`src/rtl/bg_scaler.sv`:
```
// Background scaler: maps the VGA raster onto a SRC_W x SRC_H image, either stretched to
// the full screen or tiled 1:1 with a per-frame scroll, through a fixed 3-cycle pipeline.
module bg_scaler #(
  parameter int SRC_W  = 400,
  parameter int SRC_H  = 300,
  parameter int SCR_W  = 640,
  parameter int SCR_H  = 480,
  parameter int IDX_W  = 4,
  parameter int ADDR_W = $clog2(SRC_W * SRC_H)
) (
  input  logic              vga_clk,
  input  logic              reset,
  input  logic [9:0]        DrawX,
  input  logic [9:0]        DrawY,
  input  logic              blank,
  input  logic              mode,
  input  logic [9:0]        scroll_x,
  input  logic [9:0]        scroll_y,
  output logic [ADDR_W-1:0] rom_addr,
  input  logic [IDX_W-1:0]  rom_q,
  output logic [IDX_W-1:0]  pix_index,
  output logic              pix_valid
);

  typedef enum logic {MODE_STRETCH = 1'b0, MODE_TILE = 1'b1} mode_e;

  localparam logic [10:0]       SRC_W_C  = 11'(SRC_W);
  localparam logic [10:0]       SRC_H_C  = 11'(SRC_H);
  localparam logic [10:0]       SCR_W_C  = 11'(SCR_W);
  localparam logic [10:0]       SCR_H_C  = 11'(SCR_H);
  localparam logic [9:0]        U_LAST   = 10'(SRC_W - 1);
  localparam logic [9:0]        V_LAST   = 10'(SRC_H - 1);
  localparam logic [ADDR_W-1:0] ROW_STEP = ADDR_W'(SRC_W);

  mode_e             r_mode, w_mode_nxt;
  logic [9:0]        r_sx, w_sx_nxt, r_sy, w_sy_nxt;
  logic [9:0]        r_u, w_u_nxt, r_v, w_v_nxt;
  logic [9:0]        r_hacc, w_hacc_nxt, r_vacc, w_vacc_nxt;
  logic [ADDR_W-1:0] r_row_base, w_row_base_nxt;
  logic              r_synced, w_synced_nxt;
  logic              r_vld1, r_vld2, r_vld3;

  logic              w_frame_start, w_line_start, w_in_range;
  logic [9:0]        w_sx_in, w_sy_in;
  logic [10:0]       w_hsum, w_vsum;
  logic [ADDR_W-1:0] w_row0;

  assign w_frame_start = (DrawX == '0) && (DrawY == '0);
  assign w_line_start  = (DrawX == '0) && (DrawY != '0);
  assign w_in_range    = ({1'b0, DrawX} < SCR_W_C) && ({1'b0, DrawY} < SCR_H_C);
  assign w_sx_in       = ({1'b0, scroll_x} < SRC_W_C) ? scroll_x : '0;
  assign w_sy_in       = ({1'b0, scroll_y} < SRC_H_C) ? scroll_y : '0;
  assign w_row0        = ADDR_W'(32'(w_sy_in) * SRC_W);
  assign w_hsum        = {1'b0, r_hacc} + SRC_W_C;
  assign w_vsum        = {1'b0, r_vacc} + SRC_H_C;

  always_comb begin
    w_mode_nxt     = r_mode;
    w_sx_nxt       = r_sx;
    w_sy_nxt       = r_sy;
    w_u_nxt        = r_u;
    w_v_nxt        = r_v;
    w_hacc_nxt     = r_hacc;
    w_vacc_nxt     = r_vacc;
    w_row_base_nxt = r_row_base;
    w_synced_nxt   = r_synced;
    if (w_frame_start) begin
      w_mode_nxt   = mode_e'(mode);
      w_sx_nxt     = w_sx_in;
      w_sy_nxt     = w_sy_in;
      w_synced_nxt = 1'b1;
      w_hacc_nxt   = '0;
      w_vacc_nxt   = '0;
      if (mode_e'(mode) == MODE_TILE) begin
        w_u_nxt        = w_sx_in;
        w_v_nxt        = w_sy_in;
        w_row_base_nxt = w_row0;
      end else begin
        w_u_nxt        = '0;
        w_v_nxt        = '0;
        w_row_base_nxt = '0;
      end
    // Counters stay frozen until the first frame start so the address never leaves the image.
    end else if (r_synced && w_in_range) begin
      if (w_line_start) begin
        w_hacc_nxt = '0;
        if (r_mode == MODE_TILE) begin
          w_u_nxt = r_sx;
          if (r_v == V_LAST) begin
            w_v_nxt        = '0;
            w_row_base_nxt = '0;
          end else begin
            w_v_nxt        = r_v + 10'd1;
            w_row_base_nxt = r_row_base + ROW_STEP;
          end
        end else begin
          w_u_nxt = '0;
          if (w_vsum >= SCR_H_C) begin
            w_vacc_nxt     = 10'(w_vsum - SCR_H_C);
            w_v_nxt        = r_v + 10'd1;
            w_row_base_nxt = r_row_base + ROW_STEP;
          end else begin
            w_vacc_nxt = w_vsum[9:0];
          end
        end
      end else begin
        if (r_mode == MODE_TILE) begin
          w_u_nxt = (r_u == U_LAST) ? '0 : r_u + 10'd1;
        end else if (w_hsum >= SCR_W_C) begin
          w_hacc_nxt = 10'(w_hsum - SCR_W_C);
          w_u_nxt    = r_u + 10'd1;
        end else begin
          w_hacc_nxt = w_hsum[9:0];
        end
      end
    end
  end

  always_ff @(posedge vga_clk or posedge reset) begin
    if (reset) begin
      r_mode     <= MODE_STRETCH;
      r_sx       <= '0;
      r_sy       <= '0;
      r_u        <= '0;
      r_v        <= '0;
      r_hacc     <= '0;
      r_vacc     <= '0;
      r_row_base <= '0;
      r_synced   <= 1'b0;
      r_vld1     <= 1'b0;
      r_vld2     <= 1'b0;
      r_vld3     <= 1'b0;
      rom_addr   <= '0;
      pix_index  <= '0;
      pix_valid  <= 1'b0;
    end else begin
      r_mode     <= w_mode_nxt;
      r_sx       <= w_sx_nxt;
      r_sy       <= w_sy_nxt;
      r_u        <= w_u_nxt;
      r_v        <= w_v_nxt;
      r_hacc     <= w_hacc_nxt;
      r_vacc     <= w_vacc_nxt;
      r_row_base <= w_row_base_nxt;
      r_synced   <= w_synced_nxt;
      r_vld1     <= blank && w_synced_nxt && w_in_range;
      r_vld2     <= r_vld1;
      r_vld3     <= r_vld2;
      rom_addr   <= r_row_base + ADDR_W'(r_u);
      pix_index  <= r_vld3 ? rom_q : '0;
      pix_valid  <= r_vld3;
    end
  end

endmodule

```
`config.mk`:
```
export PLATFORM = sky130hd
export DESIGN_NAME = bg_scaler
export DESIGN_NICKNAME = d
export VERILOG_FILES = /design/src/rtl/bg_scaler.sv
export SDC_FILE = /design/constraint.sdc
export NUM_CORES = 1
export LEC_CHECK = 0
export CAP_MARGIN = 20
export CORE_UTILIZATION = 40
export CTS_CLUSTER_DIAMETER = 30
export CTS_CLUSTER_SIZE = 12
export DETAILED_ROUTE_END_ITERATION = 6
export PLACE_DENSITY_LB_ADDON = 0.3
export RECOVER_POWER = 50
export SLEW_MARGIN = 20
export SYNTH_ARGS = -nofsm -noshare
export SYNTH_HDL_FRONTEND = slang
export SYNTH_SLANG_ARGS = --single-unit
```
`constraint.sdc`:
```
create_clock -name vga_clk -period 2.8 [get_ports vga_clk]
set_clock_uncertainty 0.05 [all_clocks]
set_input_delay 0.7 -clock vga_clk [delete_from_list [all_inputs] [get_ports vga_clk]]
set_output_delay 0.7 -clock vga_clk [all_outputs]
set_load 0.02 [all_outputs]
```
Word level (Yosys, flattened, before mapping)
Cells that the tools add are included.
Widths: inputs -> output; s select.

word-level totals
  register bits after elaboration = 94

operators by class
  equality and inequality tests = 4
  add/subtract/negate cells = 8
  $lt $le $gt $ge = 6
  multiply operators = 1
  muxes and demuxes = 36
  reductions and logical operators = 17

operator list
  cell                    number
  $mux 10                 27
  $mux 17                 7
  $lt 10x9->1 const B     3
  $add 10x9->11 const B   2
  $add 10x1->10 const B   2
  $eq 10x9->1 const B     2
  $logic_not 10->1        2
  $add 17x10->17          1
  $add 17x9->17 const B   1
  $mul 10x5->13 const B   1
  $ge 11x10->1 const B    1
  $ge 11x9->1 const B     1
  $lt 10x10->1 const B    1
  $reduce_bool 10->1      1
  $sub 10x10->10 const B  1
  $sub 10x9->10 const B   1
  $logic_and 1x1->1       6
  $reduce_and 3->1        2
  $mux 4                  1
  $reduce_and 2->1        2
  $reduce_bool 2->1       2
  $reduce_bool 4->1       1
  $ne 3x1->1 const B      1
  $reduce_bool 3->1       1
  other kinds (2)         2

Depth between registers and ports, before layout
  depth in word-level cells = 7
  mapped depth = 17
  mapped depth without buffers = 17

Worst setup path after synthesis
Ideal clock, no wire load.

  path type = input port to flip-flop
  from = input scroll_y[3]
  to = register r_row_base[13]
  arrival = 3.879 ns
  required time = 2.620 ns
  cell stages on the path = 15
  buffers on the path = 0
  path slack = -1.259 ns
  path through = a21o_1 -> a211o_1 -> a21oi_1 -> and2_1 -> ha_1 -> ha_1 -> fa_1 -> ha_1 -> o21ai_0 -> o21bai_1 -> a21oi_1 -> xnor2_1 -> a32o_1 -> a21oi_1 -> a31oi_1

on the way
  word-level cells in the longest chain between the ends = 5

RTL lines
  element               RTL line  RTL
  from (decl)           18        input logic [9:0] scroll_y,
  $lt 10x9->1           52        assign w_sy_in = ({1'b0, scroll_y} < SRC_H_C) ? scroll_y : '0;
  $mux 10 *             52
  $mul 10x5->13 *       53        assign w_row0 = ADDR_W'(32'(w_sy_in) * SRC_W);
  $mux 17 *             74        if (mode_e'(mode) == MODE_TILE) begin
  $mux 17 *             67        if (w_frame_start) begin
  to (signal assigned)  144       r_row_base <= w_row_base_nxt;
  to (decl)             39        logic [ADDR_W-1:0] r_row_base, w_row_base_nxt;

Every way passes the cells marked *; elsewhere a longest branch is shown, timed or not.
A chain may end at the register's enable or synchronous reset.

Final worst setup path
  from = input scroll_y[2]
  to = register r_row_base[13]

The elaborated chain is that of the path after synthesis.

==> results.ini <==
[cells_and_area]
num_antenna_cells=0
fin_cells=940
final_cell_mix=dfrtp_1 (84), buf_4 (81), clkdlybuf4s50_1 (61), nand2_1 (54), o21ai_0 (53)
drive_above_1_share_pct=25.39
n_fill_cell=1163
synthToLayoutAreaGrowth_pct=37.71
regArea_mm2=0.002102
nNetsFinal=851
final_util_pct=56.18
multi_input_area_mm2=0.003550
layout.cells.most_common=dfrtp_1

[timing]
period_needed_ps=3701
slew_headroom_pct=22.27
fin_ws_ps=-901.2
setup_tns_ps=-5911
setup_viol=8
slew_violations=0
hold_viol_final=0
finalCritPeriodShare_pct=132.2
rsz0062_at_grt=yes
tightest_slew_ps=1166
fmax_ghz=0.2702

[status]
violations=setup timing
outcome=finished with violations

[global_route]
grt_pass1_vias=5096
antenna_found_initial=0
grt_overflow_total=0
groute.usage.overall_pct=20.52
grt_max_degree=85
grt_pass1_wl_mm=23.87

[worst_setup_path]
end_kind=register
start_kind=primary input
worstPathMaxFanout=6
worstPathArrival_ps=3870
critical_path_class=in -> reg
cp.required_ps=2970

[detailed_routing]
avgRoutedWirePerCell_um=15.71
dr_total_vias=5060
dr.pass1.iters=5
ant_nets=0
drc=0
wl_mm=14.77
drtIter0Drc=282
via_per_inst=5.383

[yosys]
synthDistinctLibCells=82
yosysSeqAreaShare_pct=37.27
synthFlopType=dfrtp_1
syn_inst=608
syn_area_per_cell_um2=9.277
ys_async_sr_fraction_pct=100.0
synth_edf_count=0
synthesis.nets=704
ys_warn_count=0
syn_area_mm2=0.005640
ys_ff_latch=84

[placed_design]
gp_congestion=0.9324
io_buffers=69
place_hpwl_mm=10.58
placed_cells=911

[clocking]
cts-root-buf=clkbuf_16
cts-htree-levels=3
cts_made_buffers=9
cts_buffer_depth=2
path_clk_slew_ps=60
cts.sinks=84
insertion_delay_ps=340
cts_tree=built

[power]
pwr_density_cell_mw_per_mm2=353.8
p_leak_nw=3.461
irDropWorstVdd_v=0.0002690

[floorplanning]
std_cell_rows=43
start_util_pct=40.79
die_y_um=120.7
core_area_mm2=0.01383
ios=70
dieArea_mm2=0.01458
chipWidth_um=120.7

[min_path]
hold_path_class=reg -> reg

[job]
drv_cap=0

-- per-stage QoR --
stage | area (um2) | power, mW | setup slack [ps] | hold WS [ps]
floorplan | 5693 | 1.361 | -952.7 | 281.2
global placement | 7053 | 1.514 | -1547 | 288.1
detailed placement | 7053 | 1.521 | -1703 | 284.7
CTS | 7528 | 2.741 | -966.9 | 299.1
global route | 7767 | 2.860 | -1055 | 316.8
finish | 7767 | 2.748 | -901.2 | 299.0
-- sequential cells by signal, indices dropped and copies added (netlist names), 4 cells and up --
name and flops:
pix_index 4, r_hacc 6, r_row_base 13, r_sx 10, r_u 10, r_v 10
r_vacc 8, rom_addr 17
-- final timing paths --
path	cells past startpoint	endpoint	startpoint	slack, ps
setup / recovery	18	r_row_base[13]	scroll_y[2]	-900
setup reg to reg	11	r_row_base[15]	r_vacc[2]	30
hold / removal	0	r_vld3	r_vld2	300
hold reg to reg	0	r_vld3	r_vld2	300
max in group asynchronous	3	rom_addr[13]	reset	750
min in group asynchronous	3	pix_index[1]	reset	1200
-- report_power, final --
| group | total, mW | internal [mW] | switching [mW] |
|---|---|---|---|
| clock | 1.18 | 0.694 | 0.484 |
| sequential | 1.21 | 1.21 | 0.0000777 |
| combinational | 0.356 | 0.197 | 0.158 |
| total | 2.75 | 2.11 | 0.642 |
-- cells by family (layout without fill, tap and decap cells) --
kind of cell | Yosys count | after routing | synth area share, %
other | 1 | 1 | 0.06648
adder cells (fa/ha/maj) | 48 | 48 | 11.31
buffers and inverters | 63 | 215 | 5.834
flip-flops | 84 | 84 | 37.27
XOR/XNOR | 31 | 31 | 4.814
AO/OA/AOI/OAI | 169 | 169 | 21.01
multiplexers | 3 | 3 | 0.5767
AND/OR/NAND/NOR | 209 | 209 | 19.12
-- layout make-up --
type	count	share of cell area (%)
Inverter	37	1.869
Sequential cell	84	27.06
Tap cell	180	2.899
Clock buffer	11	2.996
Multi-Input combinational cell	461	45.70
Timing Repair Buffer	162	18.69
Clock inverter	5	0.7893
-- cells in the mapped netlist (all sizes together) (5+ instances only) --
cell    instances  share of area, %
dfrtp          84                37
o21ai          61               5.5
nand2          54               3.6
nor2           48               3.2
ha             43               9.5
inv            37               2.5
a21oi          24               2.3
and2           19               2.1
xnor2          19               3.0
clkbuf         18               1.8
and3           16               1.8
nor3           15               1.3
xor2           12               1.9
o22ai          10               1.8
nand2b          9               1.0
a31oi           8              0.89
a32oi           8               1.2
nand3           8              0.71
a22o            6              0.95
buf             6              0.87
nand4           6              0.67
a221oi          5              0.78
fa              5               1.8
o211ai          5              0.67
-- repair_timing --
action	4_1_cts	5_1_grt
pin swaps	21	31
buffers inserted	6	6
hold buffers	0	0
setup endpoints to repair	17	29
resized for setup	38	42
gates cloned	0	2
-- metal layers --
layer	vias to the layer above	GRT usage (%)	routed length, um
li1	2493	-	-
met5	-	0	0
met1	2429	25.84	6488
met3	16	3.302	545
met2	122	35.78	7552
met4	0	6.636	186
-- critical path: stages --
cell and delay [ps]:
buf_6 90, a21o_1 170, a211o_1 290, a21oi_4 220
and2_4 230, ha_4 210, ha_4 260, inv_2 30
fa_1 490, inv_2 50, ha_4 260, o21ai_2 50
o21bai_1 180, a21oi_2 100, xnor2_2 140, a32o_2 230
a21oi_2 110, a31oi_1 50
No activity file was read; power rests on OpenSTA's default activity.
